## config.mk

```make
export PLATFORM = sky130hd
export DESIGN_NAME = lights_monitor
export DESIGN_NICKNAME = d
export VERILOG_FILES = /design/src/rtl/lights_pkg.sv /design/src/rtl/lights_dwell_timer.sv /design/src/rtl/lights_monitor.sv
export SDC_FILE = /design/constraint.sdc
export NUM_CORES = 1
export LEC_CHECK = 0
export CAP_MARGIN = 5
export CORE_MARGIN = 10
export CORE_UTILIZATION = 50
export CTS_BUF_LIST = sky130_fd_sc_hd__clkbuf_2 sky130_fd_sc_hd__clkbuf_4 sky130_fd_sc_hd__clkbuf_8
export DETAILED_ROUTE_END_ITERATION = 8
export PLACE_DENSITY = 0.78
export RECOVER_POWER = 50
export SYNTH_ARGS = -nofsm -noshare
export SYNTH_HDL_FRONTEND = slang
export SYNTH_SLANG_ARGS = --single-unit
```

## constraint.sdc

```tcl
create_clock -name clk -period 2.2 [get_ports clk]
set_input_delay 0.33 -clock clk [delete_from_list [all_inputs] [get_ports clk]]
set_output_delay 0.33 -clock clk [all_outputs]
set_load 0.005 [all_outputs]
```

## src/rtl/lights_pkg.sv

```systemverilog
// ---------------------------------------------------------------------------
// lights_pkg
// Shared definitions for the red/amber/green traffic-light interface.
// Used by the lights generator and by lights_monitor.
//   - RAG_* : lamp codes, packed as {red, amber, green}
//   - mon_state_t : lights_monitor FSM state encoding
//   - ERR_* : lights_monitor err_code values
//   - helper functions that describe the legal UK sequence
// ---------------------------------------------------------------------------
package lights_pkg;

  localparam logic [2:0] RAG_RED       = 3'b100;
  localparam logic [2:0] RAG_RED_AMBER = 3'b110;
  localparam logic [2:0] RAG_GREEN     = 3'b001;
  localparam logic [2:0] RAG_AMBER     = 3'b010;

  typedef enum logic [2:0] {
    UNSYNC  = 3'd0,
    S_RED   = 3'd1,
    S_RA    = 3'd2,
    S_GREEN = 3'd3,
    S_AMBER = 3'd4
  } mon_state_t;

  localparam logic [1:0] ERR_NONE  = 2'd0;
  localparam logic [1:0] ERR_CODE  = 2'd1;
  localparam logic [1:0] ERR_TRANS = 2'd2;
  localparam logic [1:0] ERR_DWELL = 2'd3;

  // True for the four codes that appear in the legal sequence.
  function automatic logic is_legal_code(input logic [2:0] code);
    return (code == RAG_RED)   || (code == RAG_RED_AMBER) ||
           (code == RAG_GREEN) || (code == RAG_AMBER);
  endfunction

  // Lamp code a tracking state expects to see while holding.
  // UNSYNC has no code of its own; it maps to an illegal pattern.
  function automatic logic [2:0] state_code(input mon_state_t s);
    case (s)
      S_RED:   return RAG_RED;
      S_RA:    return RAG_RED_AMBER;
      S_GREEN: return RAG_GREEN;
      S_AMBER: return RAG_AMBER;
      default: return 3'b000;
    endcase
  endfunction

  // Successor of a tracking state in RED -> RA -> GREEN -> AMBER -> RED.
  function automatic mon_state_t succ_state(input mon_state_t s);
    case (s)
      S_RED:   return S_RA;
      S_RA:    return S_GREEN;
      S_GREEN: return S_AMBER;
      S_AMBER: return S_RED;
      default: return UNSYNC;
    endcase
  endfunction

  // Lamp code that represents a legal advance out of state s.
  function automatic logic [2:0] next_code(input mon_state_t s);
    return state_code(succ_state(s));
  endfunction

endpackage

```

## src/rtl/lights_dwell_timer.sv

```systemverilog
// ---------------------------------------------------------------------------
// lights_dwell_timer
// Counts consecutive samples of the same legal lamp code. The count is set to
// 1 when the monitor enters a state and increments on each hold, saturating
// at MAX_DWELL. limit is high while the count equals MAX_DWELL, i.e. the next
// hold would exceed the allowed dwell.
//   clk   : system clock
//   rst   : synchronous active-high reset (count -> 0)
//   load  : set count to 1 (state entry)
//   inc   : increment count (hold in the same state)
//   limit : count == MAX_DWELL
// ---------------------------------------------------------------------------
module lights_dwell_timer #(
  parameter int MAX_DWELL = 16
) (
  input  logic clk,
  input  logic rst,
  input  logic load,
  input  logic inc,
  output logic limit
);

  localparam int W = $clog2(MAX_DWELL + 1);
  localparam logic [W-1:0] DWELL_MAX = W'(MAX_DWELL);

  logic [W-1:0] count;

  // NOTE: sequential state is updated with non-blocking assignments so every
  // register samples the pre-edge values regardless of process ordering.
  always_ff @(posedge clk) begin
    if (rst) begin
      count <= '0;
    end else if (load) begin
      count <= W'(1);
    end else if (inc && (count != DWELL_MAX)) begin
      count <= count + W'(1);
    end
  end

  assign limit = (count == DWELL_MAX);

endmodule

```

## src/rtl/lights_monitor.sv

```systemverilog
// ---------------------------------------------------------------------------
// lights_monitor
// Receive-side monitor for the three-wire traffic-light interface. Samples
// {red, amber, green} every clock, locks onto the UK sequence
// RED -> RED+AMBER -> GREEN -> AMBER -> RED, and reports go/stop, protocol
// errors and a count of completed sequences. All outputs are registered:
// a sample taken at edge k shows up on the outputs right after edge k.
//
// Ports:
//   clk      : system clock, rising edge
//   rst      : synchronous active-high reset
//   red/amber/green : lamp inputs from the generator
//   go       : synced and last sample was GREEN
//   stop     : inverse of go
//   synced   : monitor is locked to the sequence
//   seq_err  : one-cycle pulse on any detected error
//   err_code : last error (ERR_CODE / ERR_TRANS / ERR_DWELL), held
//   cycles   : completed sequences (AMBER -> RED advances), wraps
//
// Build option: define LIGHTS_MON_DWELL_EN to build the dwell timer and the
// dwell-timeout check (err_code 3). Without it, holds of any length are legal
// and MAX_DWELL is only range-checked.
// ---------------------------------------------------------------------------
module lights_monitor
  import lights_pkg::*;
#(
  parameter int MAX_DWELL = 16
) (
  input  logic       clk,
  input  logic       rst,
  input  logic       red,
  input  logic       amber,
  input  logic       green,
  output logic       go,
  output logic       stop,
  output logic       synced,
  output logic       seq_err,
  output logic [1:0] err_code,
  output logic [7:0] cycles
);

  if ((MAX_DWELL < 1) || (MAX_DWELL > 255)) begin : g_param_check
    $error("lights_monitor: MAX_DWELL must be in 1..255");
  end

  logic [2:0] code;
  assign code = {red, amber, green};

  mon_state_t state_q, state_d;
  logic       err_d;
  logic [1:0] err_type_d;
  logic       cyc_inc_d;
  logic       go_d, synced_d;

`ifdef LIGHTS_MON_DWELL_EN
  logic dwell_load, dwell_inc, dwell_limit;

  lights_dwell_timer #(
    .MAX_DWELL (MAX_DWELL)
  ) u_dwell (
    .clk   (clk),
    .rst   (rst),
    .load  (dwell_load),
    .inc   (dwell_inc),
    .limit (dwell_limit)
  );
`endif

  // State and output registers. rst wins over every other update.
  always_ff @(posedge clk) begin
    if (rst) begin
      state_q  <= UNSYNC;
      go       <= 1'b0;
      stop     <= 1'b1;
      synced   <= 1'b0;
      seq_err  <= 1'b0;
      err_code <= ERR_NONE;
      cycles   <= 8'd0;
    end else begin
      state_q <= state_d;
      go      <= go_d;
      stop    <= ~go_d;
      synced  <= synced_d;
      seq_err <= err_d;
      if (err_d) begin
        err_code <= err_type_d;
      end
      if (cyc_inc_d) begin
        cycles <= cycles + 8'd1;
      end
    end
  end

  // Next-state logic. Error checks are evaluated in priority order:
  // illegal code, then illegal transition, then dwell timeout.
  always_comb begin
    // NOTE: every signal written here gets a default first, so no path can
    // leave one unassigned and infer a latch.
    state_d    = state_q;
    err_d      = 1'b0;
    err_type_d = ERR_NONE;
    cyc_inc_d  = 1'b0;
`ifdef LIGHTS_MON_DWELL_EN
    dwell_load = 1'b0;
    dwell_inc  = 1'b0;
`endif

    if (state_q == UNSYNC) begin
      // Only a RED sample locks on; anything else is silently ignored.
      if (code == RAG_RED) begin
        state_d = S_RED;
`ifdef LIGHTS_MON_DWELL_EN
        dwell_load = 1'b1;
`endif
      end
    end else if (!is_legal_code(code)) begin
      state_d    = UNSYNC;
      err_d      = 1'b1;
      err_type_d = ERR_CODE;
    end else if (code == state_code(state_q)) begin
      // Hold in the current state.
`ifdef LIGHTS_MON_DWELL_EN
      if (dwell_limit) begin
        state_d    = UNSYNC;
        err_d      = 1'b1;
        err_type_d = ERR_DWELL;
      end else begin
        dwell_inc = 1'b1;
      end
`endif
    end else if (code == next_code(state_q)) begin
      state_d = succ_state(state_q);
      if (state_q == S_AMBER) begin
        cyc_inc_d = 1'b1;
      end
`ifdef LIGHTS_MON_DWELL_EN
      dwell_load = 1'b1;
`endif
    end else begin
      state_d    = UNSYNC;
      err_d      = 1'b1;
      err_type_d = ERR_TRANS;
    end
  end

  // Output decode from the next state; registered above so the outputs line
  // up with the state they describe.
  always_comb begin
    go_d     = (state_d == S_GREEN);
    synced_d = (state_d != UNSYNC);
  end

endmodule
```

==> results of run 1 <==
==> cell usage after synthesis (2+ instances only) <==
library cell  count  share of area
nand2_1           7          0.028
nand3_1           4          0.022
or4_1             3          0.024
or2_2             3          0.020
or3_1             3          0.020
o22ai_1           2          0.013
xor2_1            3          0.028
clkbuf_1          8          0.032
nor3b_1           3          0.024
nor2_1            6          0.024
a21oi_1           6          0.032
nor3_1            4          0.022
nand4_1           3          0.020
and2_1            2          0.013
inv_1             4          0.016
o21ai_0           6          0.032
o21a_1            2          0.016
nor2b_1           5          0.034
dfxtp_1          17           0.37
==> layer usage <==
metal / GRT usage / share of wire
met4: 0.0419 / 0.011
met5: 0 / 0
met1: 0.118 / 0.45
met2: 0.174 / 0.47
met3: 0.0530 / 0.065
==> final cells by class <==
type	instances	area, um2
multi-input cells	80	533
inverters	4	15.0
well taps	25	31.3
clock buffers	4	30.0
flip-flops and latches	17	340
repair buffers	31	274
fillers	166	522
==> metrics by stage <==
| stage | utilization | instances | hold slack, ns | total power, mW | area (um2) |
|---|---|---|---|---|---|
| final | 0.701 | 161 | 0.492 | 0.549 | 1220 |
| after global routing | 0.701 | 161 | 0.548 | 0.576 | 1220 |
| after CTS | 0.703 | 161 | 0.502 | 0.553 | 1230 |
| after detailed placement | 0.686 | 157 | 0.476 | 0.376 | 1200 |
| after global placement | 0.686 | 157 | 0.477 | 0.375 | 1200 |
| after floorplan | - | 110 | 0.477 | 0.351 | 930 |
==> layout by cell type (no fill, tap or decap), types with 3 or more instances in the layout <==
cell,n
o21ai_0,6
nor2_1,6
clkbuf_4,4
inv_1,4
dlygate4sd3_1,12
nand4_1,3
nor2b_1,5
dfxtp_1,17
nand2_1,7
xor2_1,3
or3_1,3
clkdlybuf4s50_1,6
nand3_1,4
nor3_1,4
a21oi_1,6
buf_4,12
or2_2,3
or4_1,3
nor3b_1,3
==> sequential cells by signal, summed over array words and instances, names as in the netlist <==
register and count:
cycles 8, state_q 3, err_code 2, go 1
seq_err 1, stop 1, synced 1
==> report_power, final <==
group / switching, mW / leakage (nW) / internal [mW]
clock: 0.0975 / 0.0184 / 0.0830
combinational: 0.0265 / 0.304 / 0.0309
sequential: 0.00206 / 0.137 / 0.309
total: 0.126 / 0.459 / 0.423
==> kinds of logic (layout without fill, tap and decap cells) <==
| group | Yosys count | after routing |
|---|---|---|
| compound gates | 25 | 25 |
| xor+xnor | 3 | 3 |
| fa+ha+maj | 1 | 1 |
| buf+inv | 13 | 39 |
| flops | 17 | 17 |
| simple gates | 51 | 51 |
==> worst min-delay path, delay by kind of cell (launching register included) <==
family,cells,cell delay (ns)
compound gates,1,0.06
flops,1,0.32
simple gates,1,0.08
==> worst paths after layout <==
kind | startpoint | endpoint | slack [ns] | cells after the start
max | red | stop | 0.15 | 5
min | err_code[1] | err_code[1] | 0.49 | 2
max reg2reg | state_q[2] | cycles[5] | 0.29 | 4
min reg2reg | err_code[1] | err_code[1] | 0.49 | 2
==> flow_summary_export.csv, run 1 <==
group,metric,value,unit
timing,max_slew_margin,0.725,
min_path,hold_path_class,"reg -> reg",
timing,finClkSkew,0.00482,ns
synthesis,ys_warn_count,0,
timing,slew_viol_final,0,
cts,hold_buffers,0,
global_route,grt_pass1_vias,765,
layout,fin_nets,143,
power,power_per_cell_area,449,nW/um2
timing,setup_viol_count_final,0,
place,detailed_place_hpwl,1600,um
worst_setup_path,crit_family,"simple AND/OR/NAND/NOR gates",
routing,wirelength,2070,um
cts,clk_path_buf_depth,2,
cts,cts-resized-gates,0,
timing,fin_ws,0.155,ns
routing,wl_per_cell,12.9,um
worst_setup_path,cp_data_required_time,2.38,ns
timing,tightest_slew,0.412,ns
synthesis,yosysSeqAreaShare,0.366,
synthesis,synth_compound_area_frac,0.180,
global_route,overflow,0,
worst_setup_path,setup.worst_path.start_class,"input port",
routing,post-route-drc-count,0,
place,gp_congestion,0.793,
die,start_util,0.533,
synthesis,synth_xor_area_frac,0.0283,
worst_setup_path,arrival,2.22,ns
synthesis,synth-main-ff-cell,"dfxtp_1",
timing,finalSetupTns,0,ns
synthesis,synth_nets,116,
worst_setup_path,path_buf_inv,1,
die,die_h,63.1,um
timing,layout_min_cycle_time,2.05,ns
worst_setup_path,criticalPathCategory,"in -> reg",
synthesis,ys_types,38,
die,die_x,63.1,um
job,drv_cap,0,
die,core-area,1750,um2
synthesis,synth-edff-count,0,
synthesis,synthAdderAreaFrac,0.0135,
global_route,grt_pass1_wl,3510,um
layout,drive_above_1_share,0.184,
cts,cts_made_buffers,3,
die,die_area,3980,um2
worst_setup_path,slowest_stage,"or4_4",
timing,rsz0062_at_grt,"no",
synthesis,synth_top_family_by_area,"simple AND/OR/NAND/NOR gates",
worst_setup_path,critPathCaptureType,"flip-flop",
timing,hold_viol,0,
timing,fmax,489,MHz
routing,vias,889,
synthesis,synth-simple-area-share,0.351,
timing,fin_crit_sh,0.930,
power,peakVddDrop,347,uV
synthesis,synth_mux_area_frac,0,
synthesis,postSynthAreaPerCell,8.45,um2
worst_setup_path,cp_slowest_stage_delay,0.49,ns
worst_setup_path,critPathMaxFanout,2,
worst_setup_path,crit_chain,"clkdlybuf4s50_1, or3b_1, or3_1, and3_4, or4_4",
place,place_ws,-0.125,ns
routing,first_pass_iters,4,
die,rows,15,
global_route,track_usage,0.108,
cts,postCtsSetupBuffers,0,
place,port_buffers,18,
routing,via_per_inst,5.52,
power,cellLeakagePower,0.459,nW
routing,ant_nets,0,
synthesis,postSynthCellCount,110,
global_route,grt_antenna_before_repair,0,
cts,clock_latency,0.29,ns
layout,area_delta_synth_final,31.6,%
cts,clock-sinks,17,
cts,htreeDepth,1,
outcome,outcome,"finished, final reports clean",
cts,cts_tree,"done",
synthesis,synth_area,930,um2
cts,path_clk_slew,0.09,ns
die,io_pins,19,
cts,root_buffer,"clkbuf_4",
synthesis,async_flop_share,0,
layout,n_antenna_cell,0,
global_route,grt_start_max_net_pins,17,
synthesis,synth-seq-cells,17,
routing,drt_iter0_drc,29,
Power figures use the tool's default switching activity.
==> run 2, diff against run 1 <==
- CORE_MARGIN: 10 -> 5
==> run 2 against run 1 <==
Net effect:
- total power decreased by 3.0%
- global-route usage increased by 5.9 points
- combinational power decreased by 2%
- non-clock buffer count decreased by 1
- worst hold slack improved by 0.022 ns
- flip-flop and latch count unchanged
- critical path type unchanged
- critical endpoint unchanged
- highest routed layer unchanged
==> flow_summary_export.csv, run 2 (synthesized netlist as in run 1, its figures left out) <==
group,metric,value,unit
routing,post-route-drc-count,0,
place,dpl_cell_area,1190,um2
layout,regArea,340,um2
timing,fmax,496,MHz
min_path,whs_path_depth,2,
worst_setup_path,slowest_stage,"or4_4",
layout,fin_nets,142,
power,clkPwrFrac,0.310,
timing,finClkSkew,0.00544,ns
worst_setup_path,timing.rr.end,"stop",
die,die_area,2820,um2
timing,finalSetupTns,0,ns
routing,first_pass_iters,6,
routing,drt_iter0_drc,12,
power,peakVddDrop,499,uV
layout,largest_register_ffs,8,
place,gp_congestion,0.775,
timing,max_slew_margin,0.729,
cts,clk_path_buf_depth,2,
timing,layout_min_cycle_time,2.02,ns
layout,nFillCells,144,
timing,slew_viol_final,0,
timing,rsz0062_at_grt,"no",
routing,wirelength,2010,um
routing,wl_per_cell,12.6,um
die,io_pins,19,
cts,root_buffer,"clkbuf_4",
layout,largest_register,"cycles",
cts,path_clk_slew,0.10,ns
die,core-area,1750,um2
routing,vias,867,
die,rows,15,
layout,design_area,1210,um2
power,combPwrFrac,0.106,
cts,clock_latency,0.29,ns
worst_setup_path,r2r_start,"state_q[1]",
global_route,grt_pass1_wl,3470,um
global_route,grt_start_max_net_pins,17,
worst_setup_path,critPathCaptureType,"flip-flop",
worst_setup_path,r2r_cells,4,
global_route,grt_antenna_before_repair,0,
timing,hold_viol,0,
worst_setup_path,r2r_slack,0.35,ns
worst_setup_path,critPathMaxFanout,2,
power,switchingPower,0.126,mW
cts,postCtsSetupBuffers,0,
cts,cts_tree,"done",
power,p_sw_frac,0.237,
layout,multi_input_area,533,um2
die,die_h,53.1,um
global_route,grt_pass1_vias,812,
place,place_inst,156,
worst_setup_path,criticalPathCategory,"in -> reg",
power,cellLeakagePower,0.458,nW
cts,clock-sinks,17,
routing,via_per_inst,5.42,
cts,cts-resized-gates,0,
min_path,hold_path_class,"reg -> reg",
min_path,worst_hold_path.endpoint,"err_code[1]",
cts,cts_made_buffers,3,
power,power_frac_seq,0.584,
layout,drive_above_1_share,0.178,
global_route,track_usage,0.167,
timing,setup_viol_count_final,0,
timing,tightest_slew,0.406,ns
worst_setup_path,arrival,2.20,ns
min_path,holdCritStartpoint,"err_code[1]",
worst_setup_path,setup.worst_path.start_class,"input port",
die,die_x,53.1,um
worst_setup_path,cp_data_required_time,2.38,ns
power,power_per_cell_area,439,nW/um2
timing,fin_crit_sh,0.917,
layout,reg_top3,"cycles (8), state_q (3), err_code (2)",
layout,area_delta_synth_final,30.6,%
worst_setup_path,cp_slowest_stage_delay,0.49,ns
place,detailed_place_hpwl,1550,um
outcome,outcome,"finished, final reports clean",
job,drv_cap,0,
cts,hold_buffers,0,
layout,layout_commonest_cell,"dfxtp_1",
die,start_util,0.533,
power,internal_power,0.407,mW
layout,fin_cells,160,
layout,n_antenna_cell,0,
layout,mostFrequentLayoutCells,"dfxtp_1 (17), dlygate4sd3_1 (14), buf_4 (11)",
place,port_buffers,18,
worst_setup_path,crit_chain,"clkdlybuf4s50_1, or3b_1, or3_1, and3_4, or4_4",
global_route,overflow,0,
cts,htreeDepth,1,
routing,ant_nets,0,
run 2: changes by cell type in the layout (fill, tap and decap cells not counted):
| cell | before | now |
|---|---|---|
| clkinv_2 | 0 | 1 |
| buf_4 | 12 | 11 |
| clkbuf_4 | 4 | 3 |
| clkdlybuf4s50_1 | 6 | 4 |
| dlygate4sd3_1 | 12 | 14 |
run 2: power by group through the flow:
stage | Clock [mW] | Combinational (mW) | Sequential, mW
floorplan | 0 | 0.0328 | 0.318
global placement | 0 | 0.0552 | 0.319
detailed placement | 0 | 0.0566 | 0.319
CTS | 0.170 | 0.0571 | 0.312
global route | 0.186 | 0.0625 | 0.312
finish | 0.165 | 0.0563 | 0.311
run 2: critical path, delay by kind of cell:
kind / cells / cell delay (ns)
buffers and inverters: 1 / 0.47
and+or+nand+nor: 4 / 1.40
run 2: metal layers:
| layer | vias to the layer above | share of wire | global-route usage |
|---|---|---|---|
| li1 | 458 | - | - |
| met2 | 24 | 0.46 | 0.279 |
| met3 | 2 | 0.067 | 0.0563 |
| met5 | - | 0 | 0 |
| met1 | 383 | 0.47 | 0.207 |
| met4 | 0 | 0.0050 | 0.0340 |
run 2: worst max path at each step:
stage                      endpoint  depth (start not counted)  startpoint
after detailed placement       stop                          5         red
after global placement         stop                          5         red
after floorplan                stop                          5       green
after CTS                      stop                          5         red
after global routing      cycles[5]                          5       amber
final                          stop                          5         red
run 2: final cells by class:
cell class,instances,area share
timing repair buffer,30,0.220
clock inverter,1,0.00412
clock buffer,3,0.0186
multi-input combinational,80,0.439
tap,25,0.0258
inverter,4,0.0124
sequential,17,0.280
run 2: stage by stage:
stage               utilization  total power, mW  hold slack [ns]  worst slack, ns
CTS                       0.697            0.538            0.520            0.190
global placement          0.682            0.374            0.479           -0.115
detailed placement        0.682            0.375            0.499           -0.124
global route              0.695            0.560            0.544           0.0705
floorplan                     -            0.351            0.477            0.255
finish                    0.695            0.533            0.514            0.182
==> run 3, diff against run 2 <==
- ABC_CLOCK_PERIOD_IN_PS: default -> 2200
==> results of run 3 <==
Final layout, timing and power as in run 2 (identical DEF).
